[src/rtl/sprite_pkg.sv]
`default_nettype none
// ============================================================================
// Module   : sprite_pkg
// Purpose  : Shared definitions for the circle sprite blocks: screen size,
//            coordinate widths, the motion FSM state encoding and the bit
//            positions of each button in the 5-bit press vector.
// Ports    : none (package)
// Revision : 1.0 - initial release
// ============================================================================
package sprite_pkg;

  localparam int SCREEN_W = 640;
  localparam int SCREEN_H = 480;

  // Coordinate widths of the sprite centre outputs.
  localparam int X_W = 10;
  localparam int Y_W = 9;

  typedef enum logic [1:0] {
    IDLE   = 2'd0,
    CALC_X = 2'd1,
    CALC_Y = 2'd2,
    COMMIT = 2'd3
  } state_t;

  // Bit positions inside the press vector.
  localparam int BTN_UP     = 0;
  localparam int BTN_DOWN   = 1;
  localparam int BTN_LEFT   = 2;
  localparam int BTN_RIGHT  = 3;
  localparam int BTN_CENTER = 4;
  localparam int N_BTN      = 5;

endpackage
`default_nettype wire

[src/rtl/btn_sync_latch.sv]
`default_nettype none
// ============================================================================
// Module   : btn_sync_latch
// Purpose  : Brings one raw gamepad button into the CLK domain through a
//            2-flop synchroniser and holds any press in a sticky latch until
//            the frame snapshot clears it.
// Ports    : CLK     in  clock
//            RST     in  asynchronous active-high reset
//            btn     in  raw button, asynchronous to CLK
//            clr     in  snapshot strobe, clears the latch
//            latched out sticky press flag
// Revision : 1.0 - initial release
// ============================================================================
module btn_sync_latch (
  input  logic CLK,
  input  logic RST,
  input  logic btn,
  input  logic clr,
  output logic latched
);

  logic r_sync1;
  logic r_sync2;
  logic r_latch;

  always_ff @(posedge CLK or posedge RST) begin
    if (RST) begin
      r_sync1 <= 1'b0;
      r_sync2 <= 1'b0;
      r_latch <= 1'b0;
    end else begin
      r_sync1 <= btn;
      r_sync2 <= r_sync1;
      // Set wins over clear: a press that is synchronised in the very cycle
      // the latch is snapshotted lands in the fresh latch for the next frame.
      r_latch <= r_sync2 | (r_latch & ~clr);
    end
  end

  assign latched = r_latch;

endmodule
`default_nettype wire

[src/rtl/circle_motion_ctrl.sv]
`default_nettype none
// ============================================================================
// Module   : circle_motion_ctrl
// Purpose  : Frame-synchronous position controller for the circle sprite.
//            Collects button presses between frames, and on each frame_tick
//            computes one clamped step, publishing new coordinates 3 cycles
//            after the tick edge so the renderer never sees a mid-frame move.
// Ports    : CLK            in  pixel clock
//            RST            in  asynchronous active-high reset
//            frame_tick     in  one-cycle pulse at start of vertical blanking
//            btn_up/down/left/right/center in raw buttons (async)
//            blue_circle_x  out sprite centre x
//            blue_circle_y  out sprite centre y
//            pos_updated    out one-cycle pulse when new coordinates appear
//            busy           out high while the FSM is not IDLE
//            overrun        out sticky: frame_tick arrived while busy
// Revision : 1.0 - initial release
// ============================================================================
module circle_motion_ctrl
  import sprite_pkg::*;
#(
  parameter int SCREEN_W = sprite_pkg::SCREEN_W,
  parameter int SCREEN_H = sprite_pkg::SCREEN_H,
  parameter int RADIUS   = 8,
  parameter int STEP     = 2,
  parameter int INIT_X   = 320,
  parameter int INIT_Y   = 240
) (
  input  logic           CLK,
  input  logic           RST,
  input  logic           frame_tick,
  input  logic           btn_up,
  input  logic           btn_down,
  input  logic           btn_left,
  input  logic           btn_right,
  input  logic           btn_center,
  output logic [X_W-1:0] blue_circle_x,
  output logic [Y_W-1:0] blue_circle_y,
  output logic           pos_updated,
  output logic           busy,
  output logic           overrun
);

  // Working values carry one extra sign bit so a step below zero or past the
  // right/bottom edge is still representable before the clamp.
  localparam int c_X_MAX_I = SCREEN_W - 1 - RADIUS;
  localparam int c_Y_MAX_I = SCREEN_H - 1 - RADIUS;

  localparam logic signed [X_W:0] c_X_MIN  = RADIUS[X_W:0];
  localparam logic signed [X_W:0] c_X_MAX  = c_X_MAX_I[X_W:0];
  localparam logic signed [X_W:0] c_X_INIT = INIT_X[X_W:0];
  localparam logic signed [X_W:0] c_X_STEP = STEP[X_W:0];

  localparam logic signed [Y_W:0] c_Y_MIN  = RADIUS[Y_W:0];
  localparam logic signed [Y_W:0] c_Y_MAX  = c_Y_MAX_I[Y_W:0];
  localparam logic signed [Y_W:0] c_Y_INIT = INIT_Y[Y_W:0];
  localparam logic signed [Y_W:0] c_Y_STEP = STEP[Y_W:0];

  state_t r_state;
  state_t w_state_nxt;
  logic   w_snap;

  logic [N_BTN-1:0] w_btn_raw;
  logic [N_BTN-1:0] w_latched;
  logic [N_BTN-1:0] r_press;

  logic signed [X_W:0] r_next_x;
  logic signed [Y_W:0] r_next_y;
  logic signed [X_W:0] w_cur_x;
  logic signed [Y_W:0] w_cur_y;
  logic signed [X_W:0] w_calc_x;
  logic signed [Y_W:0] w_calc_y;
  logic [X_W-1:0]      w_clamp_x;
  logic [Y_W-1:0]      w_clamp_y;

  // --------------------------------------------------------------------------
  // Button capture
  // --------------------------------------------------------------------------
  always_comb begin
    w_btn_raw             = '0;
    w_btn_raw[BTN_UP]     = btn_up;
    w_btn_raw[BTN_DOWN]   = btn_down;
    w_btn_raw[BTN_LEFT]   = btn_left;
    w_btn_raw[BTN_RIGHT]  = btn_right;
    w_btn_raw[BTN_CENTER] = btn_center;
  end

  for (genvar gi = 0; gi < N_BTN; gi++) begin : g_btn
    btn_sync_latch u_btn (
      .CLK     (CLK),
      .RST     (RST),
      .btn     (w_btn_raw[gi]),
      .clr     (w_snap),
      .latched (w_latched[gi])
    );
  end

  // --------------------------------------------------------------------------
  // FSM
  // --------------------------------------------------------------------------
  always_ff @(posedge CLK or posedge RST) begin
    if (RST) begin
      r_state <= IDLE;
    end else begin
      r_state <= w_state_nxt;
    end
  end

  always_comb begin
    w_state_nxt = r_state;
    w_snap      = 1'b0;
    case (r_state)
      IDLE: begin
        if (frame_tick) begin
          w_snap      = 1'b1;
          w_state_nxt = CALC_X;
        end
      end
      CALC_X:  w_state_nxt = CALC_Y;
      CALC_Y:  w_state_nxt = COMMIT;
      COMMIT:  w_state_nxt = IDLE;
      default: w_state_nxt = IDLE;
    endcase
  end

  assign busy = (r_state != IDLE);

  // --------------------------------------------------------------------------
  // Step arithmetic; centre overrides any direction, opposing pairs cancel.
  // --------------------------------------------------------------------------
  assign w_cur_x = {1'b0, blue_circle_x};
  assign w_cur_y = {1'b0, blue_circle_y};

  always_comb begin
    w_calc_x = w_cur_x;
    if (r_press[BTN_CENTER]) begin
      w_calc_x = c_X_INIT;
    end else if (r_press[BTN_RIGHT] && !r_press[BTN_LEFT]) begin
      w_calc_x = w_cur_x + c_X_STEP;
    end else if (r_press[BTN_LEFT] && !r_press[BTN_RIGHT]) begin
      w_calc_x = w_cur_x - c_X_STEP;
    end
  end

  always_comb begin
    w_calc_y = w_cur_y;
    if (r_press[BTN_CENTER]) begin
      w_calc_y = c_Y_INIT;
    end else if (r_press[BTN_DOWN] && !r_press[BTN_UP]) begin
      w_calc_y = w_cur_y + c_Y_STEP;
    end else if (r_press[BTN_UP] && !r_press[BTN_DOWN]) begin
      w_calc_y = w_cur_y - c_Y_STEP;
    end
  end

  // Saturating clamp keeps the whole circle on screen.
  always_comb begin
    if (r_next_x < c_X_MIN) begin
      w_clamp_x = c_X_MIN[X_W-1:0];
    end else if (r_next_x > c_X_MAX) begin
      w_clamp_x = c_X_MAX[X_W-1:0];
    end else begin
      w_clamp_x = r_next_x[X_W-1:0];
    end
  end

  always_comb begin
    if (r_next_y < c_Y_MIN) begin
      w_clamp_y = c_Y_MIN[Y_W-1:0];
    end else if (r_next_y > c_Y_MAX) begin
      w_clamp_y = c_Y_MAX[Y_W-1:0];
    end else begin
      w_clamp_y = r_next_y[Y_W-1:0];
    end
  end

  // --------------------------------------------------------------------------
  // Datapath registers and outputs
  // --------------------------------------------------------------------------
  always_ff @(posedge CLK or posedge RST) begin
    if (RST) begin
      r_press       <= '0;
      r_next_x      <= c_X_INIT;
      r_next_y      <= c_Y_INIT;
      blue_circle_x <= c_X_INIT[X_W-1:0];
      blue_circle_y <= c_Y_INIT[Y_W-1:0];
      pos_updated   <= 1'b0;
      overrun       <= 1'b0;
    end else begin
      pos_updated <= 1'b0;
      if (frame_tick && (r_state != IDLE)) begin
        overrun <= 1'b1;
      end
      case (r_state)
        IDLE: begin
          if (frame_tick) begin
            r_press <= w_latched;
          end
        end
        CALC_X: r_next_x <= w_calc_x;
        CALC_Y: r_next_y <= w_calc_y;
        COMMIT: begin
          blue_circle_x <= w_clamp_x;
          blue_circle_y <= w_clamp_y;
          pos_updated   <= 1'b1;
        end
        default: ;
      endcase
    end
  end

endmodule
`default_nettype wire

[config.mk]
export PLATFORM = sky130hd
export DESIGN_NAME = circle_motion_ctrl
export DESIGN_NICKNAME = d
export VERILOG_FILES = /design/src/rtl/sprite_pkg.sv /design/src/rtl/btn_sync_latch.sv /design/src/rtl/circle_motion_ctrl.sv
export SDC_FILE = /design/constraint.sdc
export NUM_CORES = 1
export LEC_CHECK = 0
export ABC_AREA = 1
export CORE_MARGIN = 1.5
export CORE_UTILIZATION = 60
export DETAILED_ROUTE_END_ITERATION = 7
export DONT_BUFFER_PORTS = 1
export PLACE_DENSITY_LB_ADDON = 0.05
export SYNTH_ARGS = -nofsm -noshare
export SYNTH_HDL_FRONTEND = slang
export SYNTH_SLANG_ARGS = --single-unit
[constraint.sdc]
create_clock -name CLK -period 5.6 [get_ports CLK]
set_input_delay 1.68 -clock CLK [delete_from_list [all_inputs] [get_ports CLK]]
set_output_delay 1.68 -clock CLK [all_outputs]
set_load 0.005 [all_outputs]
==> results of run 1 <==
==> placed cells by master, fill, tap and decap left out <==
| cell | n |
|---|---|
| a21o_1 | 1 |
| a21oi_1 | 4 |
| a21oi_2 | 3 |
| a21oi_4 | 1 |
| a22oi_1 | 1 |
| a31oi_1 | 1 |
| a32o_1 | 1 |
| buf_4 | 1 |
| bufinv_16 | 1 |
| clkbuf_8 | 11 |
| clkinv_1 | 1 |
| clkinv_4 | 1 |
| clkinvlp_4 | 2 |
| dfrtp_1 | 52 |
| dfstp_2 | 12 |
| ha_1 | 8 |
| inv_1 | 37 |
| inv_2 | 11 |
| nand2_1 | 86 |
| nand2_2 | 7 |
| nand2_4 | 1 |
| nand3_1 | 28 |
| nand3_2 | 2 |
| nand4_1 | 4 |
| nor2_1 | 41 |
| nor2_2 | 3 |
| nor2_4 | 5 |
| nor3_1 | 2 |
| nor4_2 | 1 |
| o211ai_1 | 5 |
| o21ai_0 | 14 |
| o21ai_1 | 25 |
| o21bai_1 | 6 |
| o22ai_1 | 7 |
| or2_1 | 2 |
==> flip-flops by register name, summed over array words and instances, names as in the netlist <==
name / cells
g_btn.u_btn.r_sync1: 5
pos_updated: 1
blue_circle_x: 10
g_btn.u_btn.latched: 5
overrun: 1
r_state: 2
r_next_x: 11
g_btn.u_btn.r_sync2: 5
blue_circle_y: 9
r_press: 5
r_next_y: 10
==> critical path: cells and delay by family (launching register included) <==
family     cells  cell delay, ns
fa+ha+maj      1            0.21
buf+inv        2            0.20
flops          1            0.38
==> cell type report <==
class | count | area, µm² | share of cell area
repair buffers | 1 | 7.51 | 0.00218
clock buffers | 11 | 151 | 0.0440
multi-input cells | 259 | 1340 | 0.390
clock inverters | 4 | 53.8 | 0.0156
well taps | 70 | 87.6 | 0.0254
inverters | 49 | 184 | 0.0534
flip-flops and latches | 64 | 1620 | 0.469
==> worst max path at each step <==
stage	slack (ns)	cells past startpoint	startpoint	to
global route	2.72	3	r_state[0]	busy
detailed placement	3.14	3	r_state[0]	busy
global placement	3.18	3	r_state[0]	busy
floorplan	2.34	1	RST	blue_circle_x[0]
CTS	2.77	3	r_state[0]	busy
finish	2.78	3	r_state[0]	busy
==> where the power goes <==
group | switching, mW | internal, mW
combinational | 0.483 | 0.241
clock | 0.177 | 0.228
sequential | 0.184 | 0.650
total | 0.844 | 1.12
==> per-stage QoR <==
step	cell area [µm²]	util	power, mW
finish	3440	0.674	1.96
global route	3440	0.674	2.13
CTS	3440	0.674	1.98
detailed placement	3240	0.634	1.56
global placement	3240	0.634	1.53
floorplan	3160	-	1.37
==> kinds of logic (layout without fill, tap and decap cells) <==
| logic type | count (synthesis) | in the layout |
|---|---|---|
| compound gates | 69 | 69 |
| flops | 64 | 64 |
| buf+inv | 53 | 65 |
| simple gates | 182 | 182 |
| fa+ha+maj | 8 | 8 |
==> metal layers <==
layer  global-route usage  up-vias  share of wire
li1                     -     1241              -
met2                0.442       59           0.50
met4               0.0952        0          0.013
met1                0.319     1164           0.44
met3               0.0608       10          0.049
met5                    0        -              0
==> results.cfg, run 1 <==
[worst_setup_path]
r2r_end = r_next_x[3]
cp.arrival_ns = 1.14
critical_path_class = register to output port
end_kind = output port
cp.required_ns = 3.92
rrSetupSlack_ns = 3.56
reg2regPathDepth = 6
worstPathCellList = inv_1, ha_1, inv_1
critPathLaunchType = register
worst_path_max_delay_cell = dfrtp_1
path_max_fanout = 4
cp_slowest_stage_delay_ns = 0.38
reg2reg_from = r_state[1]
cp_common_cell = inv_1

[cts]
cts_tree = yes
max-clock-path-buffers = 2
clock_latency_ns = 0.34
clkTransAtPathRegs_ns = 0.07
cts.sinks = 64
cts_setup_buffers = 0
post_cts_resized = 0
hold_buffers = 0
cts-root-buf = clkbuf_8
cts_inserted_buffers = 9
cts-htree-levels = 3

[placed_design]
dp_slack_ns = 3.14
place.gp.congestion = 0.829
dp_cells = 443
portBuffers = 0
dp_hpwl_mm = 4.68

[global_route]
antenna_found_initial = 0
grt_pass1_wl_mm = 10.8
grt-ovfl-total = 0
track_usage = 0.257
grt_pass1_vias = 2355
grt_max_degree = 65

[yosys]
syn_nets = 392
yosysWarnings = 0
syn_avg_cell_area_um2 = 8.40
ys_top_cells_by_area = dfrtp_1 (41%), nand2_1 (10%), dfstp_2 (10%)
async_flop_share = 1.00
ys_ff_latch = 64
synth_mux_area_frac = 0
synth_simple_gate_area_share = 0.262
synthFlopType = dfrtp_1
synth_edf_count = 0
synth_cell_types = 32
ys_seq_area_frac = 0.512
synth_top_family_by_area = simple AND/OR/NAND/NOR gates
syn_inst = 376
synthTopCellsByCount = nand2_1 (86), dfrtp_1 (52), nor2_1 (41), inv_1 (38), nand3_1 (28)
synthAdderAreaFrac = 0.0317
synth_top_area_frac = 0.412
synth_compound_area_frac = 0.131
synth.most_common_cell = nand2_1
syn_area_um2 = 3160
synth_xor_area_frac = 0
yosysTopAreaCell = dfrtp_1

[drt]
wl_per_cell_um = 14.4
first_pass_iters = 4
ant_nets = 0
avgViaCountPerCell = 5.40
wirelength_mm = 6.61
drc = 0
vias = 2474
drtIter0Drc = 109

[sta]
finalSetupViolCount = 0
relSlewSlack = 0.450
holdWs_ns = 0.349
setup_tns_ns = 0
rsz0062_at_grt = no
worst_pin_slew_ns = 0.822
setup_slack_ns = 2.78
hold_viol = 0
fin_crit_ns = 2.82
fin_skew_ns = 0.00690
finalCritPeriodShare = 0.503
fmax_ghz = 0.355
slew_violations = 0

[layout]
areaGrowthSynthToFinish_pct = 8.99
fin_nets = 400
layoutNonFillerInstCount = 458
diodes = 0
fillers = 472
drive_above_1_share = 0.160

[floorplanning]
dieArea_um2 = 5710
rows = 26
die_h_um = 75.6
start_util = 0.619
coreArea_um2 = 5110
num_io_pins = 30
die_x_um = 75.6

[hold_path]
whs_endpoint = g_btn[1].u_btn.r_sync2
hold_start = g_btn[1].u_btn.r_sync1
min_path_type = register to register
holdPathStages = 0

[status]
status = complete, no violations

[flow_run]
drv_cap = 0

[power_and_ir_drop]
leakagePower_nw = 1.65
ir_drop_v = 0.000311
p_per_area_nw_per_um2 = 570
Power figures use the tool's default switching activity.
==> run 2: changes to the inputs <==
clock period = 2.9 ns   (was 5.6 ns; I/O delays follow)
==> run 2 against run 1 <==
Compared with the run above:
- critical path depth did not move
- global-route usage fell by 0.45 points
- sequential share of layout area fell by 0.69 points
- clock power rose by 140%
- worst hold slack improved by 0.0050 ns
- die area did not move
- critical path type unchanged
- first-iteration DRC count rose by 11%
- via count rose by 1.2%
==> results.cfg, run 2 (synthesized netlist as in run 1, its figures left out) <==
[cts]
cts_setup_buffers = 0
clkTransAtPathRegs_ns = 0.08
clock_latency_ns = 0.35
post_cts_resized = 0
cts-htree-levels = 3
cts_inserted_buffers = 9
cts-root-buf = clkbuf_8
cts_tree = yes
max-clock-path-buffers = 2
hold_buffers = 0
cts.sinks = 64

[floorplanning]
dieArea_um2 = 5710
start_util = 0.619
die_h_um = 75.6
rows = 26
die_x_um = 75.6
coreArea_um2 = 5110
num_io_pins = 30

[placed_design]
placed_area_um2 = 3250
dp_cells = 444
place.gp.congestion = 0.840
portBuffers = 0
dp_hpwl_mm = 4.86

[sta]
fin_skew_ns = 0.0129
finalCritPeriodShare = 0.696
finalSetupViolCount = 0
setup_tns_ns = 0
slew_violations = 0
fin_crit_ns = 2.02
hold_viol = 0
fmax_ghz = 0.496
worst_pin_slew_ns = 0.740
relSlewSlack = 0.506
rsz0062_at_grt = no

[worst_setup_path]
end_kind = output port
path_max_fanout = 4
critPathLaunchType = register
critical_path_class = register to output port
cp.required_ns = 2.03
cp.arrival_ns = 1.15

[status]
status = complete, no violations

[layout]
largest_reg_flops = 11
layoutNonFillerInstCount = 460
drive_above_1_share = 0.164
areaGrowthSynthToFinish_pct = 10.6
largest_registers = r_next_x: 11 flops, blue_circle_x: 10 flops, r_next_y: 10 flops
regMostFlops = r_next_x
layout_commonest_cell = nand2_1
stdcell_area_um2 = 3490
mostFrequentLayoutCells = nand2_1 (86), dfrtp_1 (52), nor2_1 (41)
fin_nets = 401
diodes = 0

[hold_path]
min_path_type = register to register

[global_route]
busiest_layer = met2
track_usage = 0.253
grt-ovfl-total = 0
gr-usage-met1 = 0.322
grt_pass1_vias = 2265
gr-usage-met3 = 0.0714
antenna_found_initial = 0
grt_max_degree = 38
grtUsageMet2 = 0.411
grt_pass1_wl_mm = 10.3

[drt]
drc = 0
vias = 2504
ant_nets = 0
drtIter0Drc = 121
first_pass_iters = 4
wirelength_mm = 6.51
wl_per_cell_um = 14.1
avgViaCountPerCell = 5.44

[power_and_ir_drop]
leakagePower_nw = 1.68
ir_drop_v = 0.000581
p_per_area_nw_per_um2 = 1130

[flow_run]
drv_cap = 0
## run 2: area by class of cell
cell class / instances / area, µm²
Clock buffer: 9 / 124
Clock inverter: 7 / 125
Fill cell: 438 / 1610
Inverter: 49 / 184
Multi-Input combinational cell: 259 / 1340
Sequential cell: 64 / 1620
Tap cell: 70 / 87.6
Timing Repair Buffer: 2 / 15.0
## run 2: worst paths after layout
kind / from / to / slack, ns / depth (start not counted)
max in group asynchronous: RST / r_next_y[5] / 1.64 / 2
setup / recovery: r_state[0] / busy / 0.88 / 3
min in group asynchronous: RST / g_btn[3].u_btn.r_sync1 / 0.52 / 1
hold / removal: g_btn[1].u_btn.r_sync1 / g_btn[1].u_btn.r_sync2 / 0.35 / 0
setup reg to reg: r_state[1] / r_next_x[3] / 1.02 / 6
hold reg to reg: g_btn[1].u_btn.r_sync1 / g_btn[1].u_btn.r_sync2 / 0.35 / 0
## run 2: critical path: stages, from the launching register on
cell     delay [ns]
dfrtp_1        0.38
inv_1          0.08
ha_1           0.21
inv_1          0.13
## run 2: layer usage
| metal | share of wire | vias up |
|---|---|---|
| met4 | 0.015 | 0 |
| met3 | 0.046 | 10 |
| met2 | 0.48 | 54 |
| li1 | - | 1246 |
| met1 | 0.46 | 1194 |
| met5 | 0 | - |
## run 2: power by group
part | internal [mW] | total [mW] | switching [mW]
sequential | 1.25 | 1.63 | 0.378
combinational | 0.467 | 1.37 | 0.902
clock | 0.581 | 0.953 | 0.372
## run 2: per-stage QoR
step | setup WS [ns] | hold WS (ns) | utilization | power, mW
floorplan | 0.452 | 0.331 | - | 2.65
global placement | 1.14 | 0.331 | 0.635 | 2.96
detailed placement | 1.05 | 0.337 | 0.635 | 3.02
CTS | 0.860 | 0.356 | 0.684 | 3.97
global route | 0.812 | 0.365 | 0.684 | 4.26
finish | 0.882 | 0.354 | 0.684 | 3.95
==> run 3: changes to the inputs <==
clock period = 2.1 ns   (was 2.9 ns; I/O delays follow)
==> run 3 against run 2 <==
Compared with the run above:
- final cell count is 0.22% higher
- global-route usage is 0.54 points higher
- power is 30% higher
- critical path type unchanged
- critical endpoint unchanged
==> results.cfg, run 3 (synthesized netlist as in run 1, its figures left out) <==
[power_and_ir_drop]
leakagePower_nw = 1.66
power.total_mw = 5.15
p_clk_frac = 0.191
p_sw_mw = 2.23
seqPwrFrac = 0.434
p_comb_frac = 0.375
ir_drop_v = 0.000727
switching_share = 0.433
p_per_area_nw_per_um2 = 1490
power.internal_mw = 2.92

[layout]
layout_commonest_cell = nand2_1
largest_reg_flops = 11
mostFrequentLayoutCells = nand2_1 (86), dfrtp_1 (52), nor2_1 (41)
fillers = 423
regMostFlops = r_next_x
fin_nets = 402
areaGrowthSynthToFinish_pct = 9.35
largest_registers = r_next_x: 11 flops, blue_circle_x: 10 flops, r_next_y: 10 flops
diodes = 0
drive_above_1_share = 0.161

[sta]
slew_violations = 0
setup_slack_ns = 0.323
fin_crit_ns = 1.78
finalSetupViolCount = 0
fin_skew_ns = 0.00572
worst_pin_slew_ns = 0.527
fmax_ghz = 0.563
setup_tns_ns = 0
finalCritPeriodShare = 0.846
holdWs_ns = 0.197
rsz0062_at_grt = no
hold_viol = 0
relSlewSlack = 0.648

[global_route]
track_usage = 0.258
grt_pass1_vias = 2434
antenna_found_initial = 0
grt_max_degree = 42
grt-ovfl-total = 0
grt_pass1_wl_mm = 10.8

[worst_setup_path]
worst-path-buf-inv = 2
end_kind = output port
cp.required_ns = 1.47
path_max_fanout = 4
cp_common_cell = inv_1
rrSetupSlack_ns = 0.50
cp.arrival_ns = 1.15
critical_path.top_delay_family = flip-flops
worstPathCellList = inv_1, ha_1, inv_1
worst_path_max_delay_cell = dfrtp_1
cp_slowest_stage_delay_ns = 0.38
critPathLaunchType = register
critical_path_class = register to output port

[cts]
cts_inserted_buffers = 9
clkTransAtPathRegs_ns = 0.07
cts.sinks = 64
max-clock-path-buffers = 2
cts-root-buf = clkbuf_8
cts_tree = yes
clock_latency_ns = 0.34
cts-htree-levels = 3
post_cts_resized = 0
cts_setup_buffers = 0
hold_buffers = 0

[floorplanning]
die_h_um = 75.6
die_x_um = 75.6
dieArea_um2 = 5710
num_io_pins = 30
coreArea_um2 = 5110
start_util = 0.619
rows = 26

[drt]
wl_per_cell_um = 14.2
wirelength_mm = 6.57
drc = 0
avgViaCountPerCell = 5.35
drtIter0Drc = 155
vias = 2465
first_pass_iters = 4
ant_nets = 0

[hold_path]
min_path_type = input port to asynchronous set/reset pin

[placed_design]
portBuffers = 0
place.gp.congestion = 0.856
dp_hpwl_mm = 4.67
dp_slack_ns = 0.512

[flow_run]
drv_cap = 0

[status]
status = complete, no violations
==> run 3: per-layer routing <==
layer / track usage / routed length (µm)
met1: 0.308 / 2950
met4: 0.0952 / 80
met3: 0.0714 / 322
met2: 0.448 / 3220
met5: 0 / 0
==> run 3: final cells by class <==
cell class,count,area [µm²],area share
clock inverters,2,12.5,0.00362
repair buffers,3,35.0,0.0101
well taps,70,87.6,0.0254
inverters,49,188,0.0543
multi-input cells,259,1340,0.389
clock buffers,14,173,0.0500
flip-flops and latches,64,1620,0.468
==> run 3: worst reg2reg max path, cell delays in order (launching register included) <==
cell,delay (ns)
dfrtp_1,0.41
inv_1,0.11
ha_1,0.32
inv_2,0.15
nor2_4,0.25
o211ai_1,0.15
o21ai_1,0.14
==> run 3: path summary, 6_finish.rpt <==
path                                              from                      to  cells past startpoint
worst max-delay path                        r_state[0]                    busy                      3
worst min-delay path                               RST  g_btn[3].u_btn.r_sync2                      1
worst max register to register              r_state[0]             r_next_y[2]                      6
worst min register to register  g_btn[1].u_btn.r_sync1  g_btn[1].u_btn.r_sync2                      0
max in group asynchronous                          RST             r_next_x[8]                      2
min in group CLK                                btn_up  g_btn[0].u_btn.r_sync1                      0
==> run 3: metrics by stage <==
stage               instance area [µm²]   util  cells
floorplan                          3160      -    376
global placement                   3270  0.640    445
detailed placement                 3270  0.640    445
CTS                                3450  0.676    461
global route                       3450  0.676    461
finish                             3450  0.676    461
==> run 3: power groups by stage <==
stage          logic (mW)  clock network, mW  registers, mW
2_1_floorplan        1.55                  0           2.12
3_5_place_dp         1.93                  0           2.25
4_1_cts              1.94              0.996           2.23
5_1_grt              2.23               1.05           2.31
6_report             1.93              0.982           2.24
3_3_place_gp         1.88                  0           2.25
